==> config.mk <==
export PLATFORM = sky130hd
export DESIGN_NAME = sprite_blit_reader
export DESIGN_NICKNAME = d
export VERILOG_FILES = /design/src/rtl/sprite_pkg.sv /design/src/rtl/blit_skid_fifo.sv /design/src/rtl/sprite_blit_reader.sv
export SDC_FILE = /design/constraint.sdc
export NUM_CORES = 1
export LEC_CHECK = 0
export CAP_MARGIN = 20
export CORE_ASPECT_RATIO = 0.9
export CORE_UTILIZATION = 25
export DETAILED_ROUTE_END_ITERATION = 7
export DONT_BUFFER_PORTS = 1
export SKIP_CTS_REPAIR_TIMING = 1
export SLEW_MARGIN = 25
export SYNTH_ARGS = -nofsm -noshare
export SYNTH_HDL_FRONTEND = slang
export SYNTH_SLANG_ARGS = --single-unit
export TNS_END_PERCENT = 100
==> constraint.sdc <==
create_clock -name Clk -period 8.15 [get_ports Clk]
set_clock_uncertainty 0.15 [all_clocks]
set_input_delay 0.4075 -clock Clk [delete_from_list [all_inputs] [get_ports Clk]]
set_output_delay 0.4075 -clock Clk [all_outputs]
set_load 0.1 [all_outputs]
==> src/rtl/sprite_pkg.sv <==
// Shared types and screen constants for the sprite blit read path.
package sprite_pkg;

    typedef logic [23:0] pixel_t;
    typedef logic [18:0] fb_addr_t;

    localparam int unsigned SCR_W     = 640;
    localparam int unsigned SCR_H     = 480;
    localparam pixel_t      KEY_COLOR = 24'hFF00FF;

    typedef enum logic [1:0] {
        IDLE,
        FETCH,
        DRAIN,
        DONE
    } blit_state_t;

    typedef struct packed {
        fb_addr_t addr;
        pixel_t   data;
    } px_entry_t;

endpackage

==> src/rtl/blit_skid_fifo.sv <==
// Two-entry skid FIFO holding framebuffer address + colour for the pixel stream.
module blit_skid_fifo
    import sprite_pkg::*;
(
    input  logic      clk,
    input  logic      rst_n,
    input  logic      push_i,
    input  px_entry_t push_data_i,
    input  logic      pop_i,
    output px_entry_t head_o,
    output logic      full_o,
    output logic      empty_o,
    output logic [1:0] count_o
);

    px_entry_t  mem_q [2];
    logic       wr_ptr_q;
    logic       rd_ptr_q;
    logic [1:0] cnt_q;
    logic [1:0] cnt_d;
    logic       push_ok_c;
    logic       pop_ok_c;

    assign empty_o = (cnt_q == 2'd0);
    assign full_o  = (cnt_q == 2'd2);
    assign count_o = cnt_q;
    assign head_o  = mem_q[rd_ptr_q];

    // A push into a full FIFO is accepted when the head leaves in the same cycle.
    assign pop_ok_c  = pop_i & ~empty_o;
    assign push_ok_c = push_i & (~full_o | pop_ok_c);

    always_comb begin
        cnt_d = cnt_q;
        if (push_ok_c && !pop_ok_c) begin
            cnt_d = cnt_q + 2'd1;
        end else if (!push_ok_c && pop_ok_c) begin
            cnt_d = cnt_q - 2'd1;
        end
    end

    always_ff @(posedge clk or negedge rst_n) begin
        if (!rst_n) begin
            mem_q[0] <= '0;
            mem_q[1] <= '0;
            wr_ptr_q <= 1'b0;
            rd_ptr_q <= 1'b0;
            cnt_q    <= 2'd0;
        end else begin
            if (push_ok_c) begin
                mem_q[wr_ptr_q] <= push_data_i;
                wr_ptr_q        <= ~wr_ptr_q;
            end
            if (pop_ok_c) begin
                rd_ptr_q <= ~rd_ptr_q;
            end
            cnt_q <= cnt_d;
        end
    end

endmodule

==> src/rtl/sprite_blit_reader.sv <==
// Walks one sprite frame from ROM and streams clipped pixels to the framebuffer writer.
// Optional SPRITE_BLIT_TRANSPARENT_EN drops pixels equal to KEY_COLOR.
module sprite_blit_reader
    import sprite_pkg::*;
#(
    parameter int unsigned SPR_W      = 38,
    parameter int unsigned SPR_H      = 30,
    parameter int unsigned NUM_FRAMES = 1,
    parameter int unsigned ADDR_W     = 19,
    parameter int unsigned DATA_W     = 24
) (
    input  logic              Clk,
    input  logic              Reset_n,
    input  logic              start,
    input  logic [9:0]        pos_x,
    input  logic [9:0]        pos_y,
    input  logic [3:0]        frame_sel,
    output logic              busy,
    output logic              done,
    output logic [ADDR_W-1:0] rom_addr,
    input  logic [DATA_W-1:0] rom_data,
    output logic              px_valid,
    input  logic              px_ready,
    output logic [ADDR_W-1:0] px_addr,
    output logic [DATA_W-1:0] px_data
);

    localparam int unsigned FRAME_WORDS = SPR_W * SPR_H;
    localparam int unsigned COL_W       = (SPR_W > 1) ? $clog2(SPR_W) : 1;
    localparam int unsigned ROW_W       = (SPR_H > 1) ? $clog2(SPR_H) : 1;
    localparam int unsigned CRD_W       = 11;

    blit_state_t        state_q, state_d;
    logic [COL_W-1:0]   col_q, col_d;
    logic [ROW_W-1:0]   row_q, row_d;
    logic [CRD_W-1:0]   x_q, x_d;
    logic [CRD_W-1:0]   y_q, y_d;
    logic [CRD_W-1:0]   pos_x_q, pos_x_d;
    fb_addr_t           line_q, line_d;
    logic [ADDR_W-1:0]  rom_addr_q, rom_addr_d;
    logic               ret_q, ret_d;
    logic               ret_vis_q, ret_vis_d;
    fb_addr_t           ret_fb_q, ret_fb_d;
    logic               busy_q, busy_d;
    logic               done_q, done_d;

    logic               issue_c;
    logic               keep_c;
    logic               push_c;
    logic               pop_c;
    logic [2:0]         level_c;
    logic [2:0]         after_c;
    logic [ADDR_W-1:0]  frame_base_c;

    px_entry_t          fifo_head;
    logic               fifo_full;
    logic               fifo_empty;
    logic [1:0]         fifo_count;

`ifdef SPRITE_BLIT_TRANSPARENT_EN
    assign keep_c = ret_vis_q & (pixel_t'(rom_data) != KEY_COLOR);
`else
    assign keep_c = ret_vis_q;
`endif

    assign pop_c  = ~fifo_empty & px_ready;
    assign push_c = ret_q & keep_c & (~fifo_full | pop_c);

    // Occupancy net of this cycle's pop plus the read now returning; a new read may
    // only be issued if its data is guaranteed a FIFO slot next cycle.
    assign level_c = 3'(fifo_count) + 3'(ret_q) - 3'(pop_c);
    assign after_c = 3'(fifo_count) + 3'(push_c) - 3'(pop_c);

    assign frame_base_c = (32'(frame_sel) < NUM_FRAMES)
                        ? ADDR_W'(frame_sel) * ADDR_W'(FRAME_WORDS)
                        : '0;

    // Next-state, address walk and read issue.
    always_comb begin
        state_d    = state_q;
        col_d      = col_q;
        row_d      = row_q;
        x_d        = x_q;
        y_d        = y_q;
        pos_x_d    = pos_x_q;
        line_d     = line_q;
        rom_addr_d = rom_addr_q;
        ret_fb_d   = ret_fb_q;
        ret_vis_d  = 1'b0;
        issue_c    = 1'b0;

        case (state_q)
            IDLE: begin
                if (start) begin
                    state_d    = FETCH;
                    pos_x_d    = CRD_W'(pos_x);
                    x_d        = CRD_W'(pos_x);
                    y_d        = CRD_W'(pos_y);
                    line_d     = fb_addr_t'(pos_y) * fb_addr_t'(SCR_W);
                    rom_addr_d = frame_base_c;
                    col_d      = '0;
                    row_d      = '0;
                end
            end
            FETCH: begin
                if (level_c < 3'd2) begin
                    issue_c    = 1'b1;
                    rom_addr_d = rom_addr_q + ADDR_W'(1);
                    ret_fb_d   = line_q + fb_addr_t'(x_q);
                    ret_vis_d  = (x_q < CRD_W'(SCR_W)) && (y_q < CRD_W'(SCR_H));
                    if (col_q == COL_W'(SPR_W - 1)) begin
                        col_d  = '0;
                        x_d    = pos_x_q;
                        y_d    = y_q + CRD_W'(1);
                        line_d = line_q + fb_addr_t'(SCR_W);
                        if (row_q == ROW_W'(SPR_H - 1)) begin
                            state_d = DRAIN;
                        end else begin
                            row_d = row_q + ROW_W'(1);
                        end
                    end else begin
                        col_d = col_q + COL_W'(1);
                        x_d   = x_q + CRD_W'(1);
                    end
                end
            end
            DRAIN: begin
                if (after_c == 3'd0) begin
                    state_d = DONE;
                end
            end
            DONE: begin
                state_d = IDLE;
            end
            default: begin
                state_d = IDLE;
            end
        endcase

        ret_d  = issue_c;
        busy_d = (state_d == FETCH) || (state_d == DRAIN);
        done_d = (state_d == DONE);
    end

    always_ff @(posedge Clk or negedge Reset_n) begin
        if (!Reset_n) begin
            state_q    <= IDLE;
            col_q      <= '0;
            row_q      <= '0;
            x_q        <= '0;
            y_q        <= '0;
            pos_x_q    <= '0;
            line_q     <= '0;
            rom_addr_q <= '0;
            ret_q      <= 1'b0;
            ret_vis_q  <= 1'b0;
            ret_fb_q   <= '0;
            busy_q     <= 1'b0;
            done_q     <= 1'b0;
        end else begin
            state_q    <= state_d;
            col_q      <= col_d;
            row_q      <= row_d;
            x_q        <= x_d;
            y_q        <= y_d;
            pos_x_q    <= pos_x_d;
            line_q     <= line_d;
            rom_addr_q <= rom_addr_d;
            ret_q      <= ret_d;
            ret_vis_q  <= ret_vis_d;
            ret_fb_q   <= ret_fb_d;
            busy_q     <= busy_d;
            done_q     <= done_d;
        end
    end

    blit_skid_fifo u_skid (
        .clk         (Clk),
        .rst_n       (Reset_n),
        .push_i      (push_c),
        .push_data_i ('{addr: ret_fb_q, data: pixel_t'(rom_data)}),
        .pop_i       (pop_c),
        .head_o      (fifo_head),
        .full_o      (fifo_full),
        .empty_o     (fifo_empty),
        .count_o     (fifo_count)
    );

    assign busy     = busy_q;
    assign done     = done_q;
    assign rom_addr = rom_addr_q;
    assign px_valid = ~fifo_empty;
    assign px_addr  = ADDR_W'(fifo_head.addr);
    assign px_data  = DATA_W'(fifo_head.data);

endmodule

==> flow_metrics.tcl <==
set metrics [dict create \
    outcome "complete, but fails checks" \
    failed_checks "hold timing" \
    synth.top_cell.area_share_pct 47.3 \
    tritoncts "yes" \
    fin_crit_sh_pct 58.3 \
    maxCapViolations 0 \
    grt_use_total_pct 11.8 \
    ys_top_cells_by_area "dfrtp_1 47%, mux2_2 14%, ha_1 6.0%" \
    critPathArrivalTime_ns 4.96 \
    detailroute.via_count 7051 \
    holdCritPathClass "input port to register" \
    most_repeated_cell_in_the_gate_level_netlist_after_synthesis "dfrtp_1" \
    synth-seq-area-share_pct 47.3 \
    sequential_cell_area_sq_mm 0.00473 \
    timing.setup.critical_path_class "register to register" \
    clock_latency_ns 0.43 \
    unrepaired_setup_endpoints_after_global_routing "no" \
    cts_sinks 189 \
    top_level_ports 117 \
    design.die.area_sq_mm 0.0408 \
    detail_route.wirelength_um 24500 \
    syn_to_final_growth_pct 15.2 \
    top_usage_layer "met2" \
    totalNegativeSetupSlack_ns 0 \
    maxSlewViolCount 0 \
    maxClockFrequency_mhz 210 \
    core_area_sq_mm 0.0395 \
    numPortBuffers 0 \
    slew_headroom_pct 28.0 \
    chipWidth_um 213 \
    synthArstFlopShare_pct 100 \
    worst_pin_slew_ns 1.08 \
    pwr_cell_area_mw_per_mm2 391 \
    postSynthCellCount 949 \
    post-route-drc-count 0 \
    cts_buffer_depth 2 \
    initial_antenna_violation_count 1 \
    ys_dominant_reg_cell "dfrtp_1" \
    initial_util_pct 25.4 \
    routed_length_per_placed_instance_um 16.3 \
    layout_min_cycle_time_ns 4.75 \
    syn-cell-area_sq_mm 0.0100 \
    path_max_fanout 38 \
    fin_hold_ws_ns -0.0163 \
    met1_resource_use_gr_pct 15.0 \
    postSynthNetCount 1056 \
    grt_util_met3_pct 5.05 \
    postSynthRegisterBits 189 \
    end_kind "register" \
    vdd_ir_drop_max_v 0.000214 \
    met2_usage_pct 18.4 \
    final_layout_size_suffix_gt1_share_pct 18.1 \
    n_antenna_cell 0 \
    yosysUniqueCellTypes 60 \
    grt_pass1_wl_um 37800 \
    synth_enable_flop_cells 0 \
    first_iter_violations 618 \
    core.rowCount 69 \
    setup_ws_ns 3.40 \
    pre_cts_slack_ns 3.38 \
    cts.root.buffer_cell "clkbuf_16" \
    post_synth.cell_area_avg_sq_um 10.5 \
    finalNetCount 1070 \
    timing.critical_path.from_type "register" \
    setup_violations 0 \
    post_drt_via_cell_ratio 4.68 \
    required_time_at_the_worst_slack_endpoint_ns 8.36 \
    finalHoldViolCount 2 \
    fin_util_pct 29.2 \
    synth_top_cells_by_count "189 x dfrtp_1, 125 x mux2_2, 121 x nand2_1" \
    power.leakage_nw 5.13 \
    die_h_um 192 \
    numCtsBuffers 17 \
    dp_hpwl_um 16500 \
    vias_in_the_first_global_route 6839 \
    worst_setup_hold_path_clk_slew_ns 0.07 \
    aggregate_global_routing_overflow 0 \
    multi_input_area_sq_mm 0.00501 \
    nFillCells 4086 \
    grt_max_degree 190 \
    synth_warnings 0 \
    drt_pass1_iterations 5 \
    cts-htree-levels 4 \
    post-synth-top-area-cell "dfrtp_1" \
    power_w 0.00451 \
    antenna_violating_nets_post_route 0 \
    place.gp.congestion 0.765 \
]
critical path, stage by stage, from the launching register on:
cell and delay [ns]:
dfrtp_1 0.45, inv_2 0.14, nand2_1 0.59, nand2_1 0.37, inv_1 0.07, ha_1 0.27, inv_1 0.08, nand2_1 0.07
fa_1 0.38, xnor2_1 0.32, nand3_1 0.13, buf_4 0.27, o21ai_4 0.66, nand3_1 0.24, or3_1 0.35, a21oi_1 0.14
path summary, 6_finish.rpt:
path | from | slack, ns | end | cells past startpoint
max | u_skid.count_o[1] | 3.40 | row_q[4] | 15
min | pos_x[5] | -0.02 | x_q[5] | 2
max reg2reg | u_skid.count_o[1] | 3.40 | row_q[4] | 15
min reg2reg | pos_x_q[1] | 0.33 | pos_x_q[1] | 2
max in group asynchronous | Reset_n | 6.46 | rom_addr[7] | 2
min in group asynchronous | Reset_n | 0.49 | u_skid.mem_q[49] | 2
registers in the layout (all words and copies together), names as in the netlist:
signal,flops
col_q,6
keep_c,1
u_skid.count_o,2
ret_fb_q,19
x_q,11
y_q,11
done,1
pos_x_q,10
row_q,5
rom_addr,19
busy,1
state_q,2
u_skid.mem_q,86
u_skid.rd_ptr_q,1
ret_q,1
u_skid.wr_ptr_q,1
line_q,12
layout by cell type, fill, tap and decap left out, types with 5 or more instances in the layout:
cell type      count
dfrtp_1          187
mux2_1             7
a22oi_1            6
nor3_1             6
ha_1              48
dlygate4sd3_1     36
mux2_2           125
nor2_1            57
a21o_1             8
xor2_1            28
and3_1            10
nand3_1           30
fa_1               7
nand2_1          121
and4_1             5
clkbuf_16         17
o21ai_0           60
inv_1             17
xnor2_1           24
a31oi_1            7
o22ai_1           11
nor4_1             5
buf_4              9
or3_1              5
a21oi_1           62
where the power goes:
group / total [W] / leakage (nW) / switching (W) / internal (W)
clock network: 0.000837 / 0.282 / 0.000377 / 0.000460
registers: 0.00169 / 2.45 / 0.000439 / 0.00125
logic: 0.00198 / 2.40 / 0.00143 / 0.000547
cell families (layout without fill, tap and decap cells):
logic type,count (synthesis),count (layout),share of synthesized area [%]
other,1,1,0.0375
muxes,133,133,15.0
and+or+nand+nor,263,263,11.9
buffers and inverters,70,96,2.84
DFF,189,189,47.3
adders and majority gates,55,55,7.40
AOI/OAI and AO/OA,186,186,11.0
xor gates and xnor gates,52,52,4.55
per-layer routing:
metal	wire (um)	vias up
li1	-	3386
met1	11200	3430
met2	10900	210
met3	2140	23
met4	296	2
met5	13	-
metrics by stage:
stage                     area, sq um  cells  hold WS, ns
after global placement          10500   1439      -0.0340
after CTS                       11100   1470       -0.501
after detailed placement        10500   1439      -0.0337
final                           11500   1507      -0.0163
after global routing            11500   1507       0.0207
after floorplan                 10000    949      -0.0381
layout make-up:
class,count,area share [%]
clock buffer,22,4.20
clock inverter,9,0.869
inverter,19,0.619
multi-input combinational,690,43.5
sequential,189,41.1
tap,532,5.78
timing repair buffer,46,3.95
Note: power is estimated with default switching activity, not from simulation.
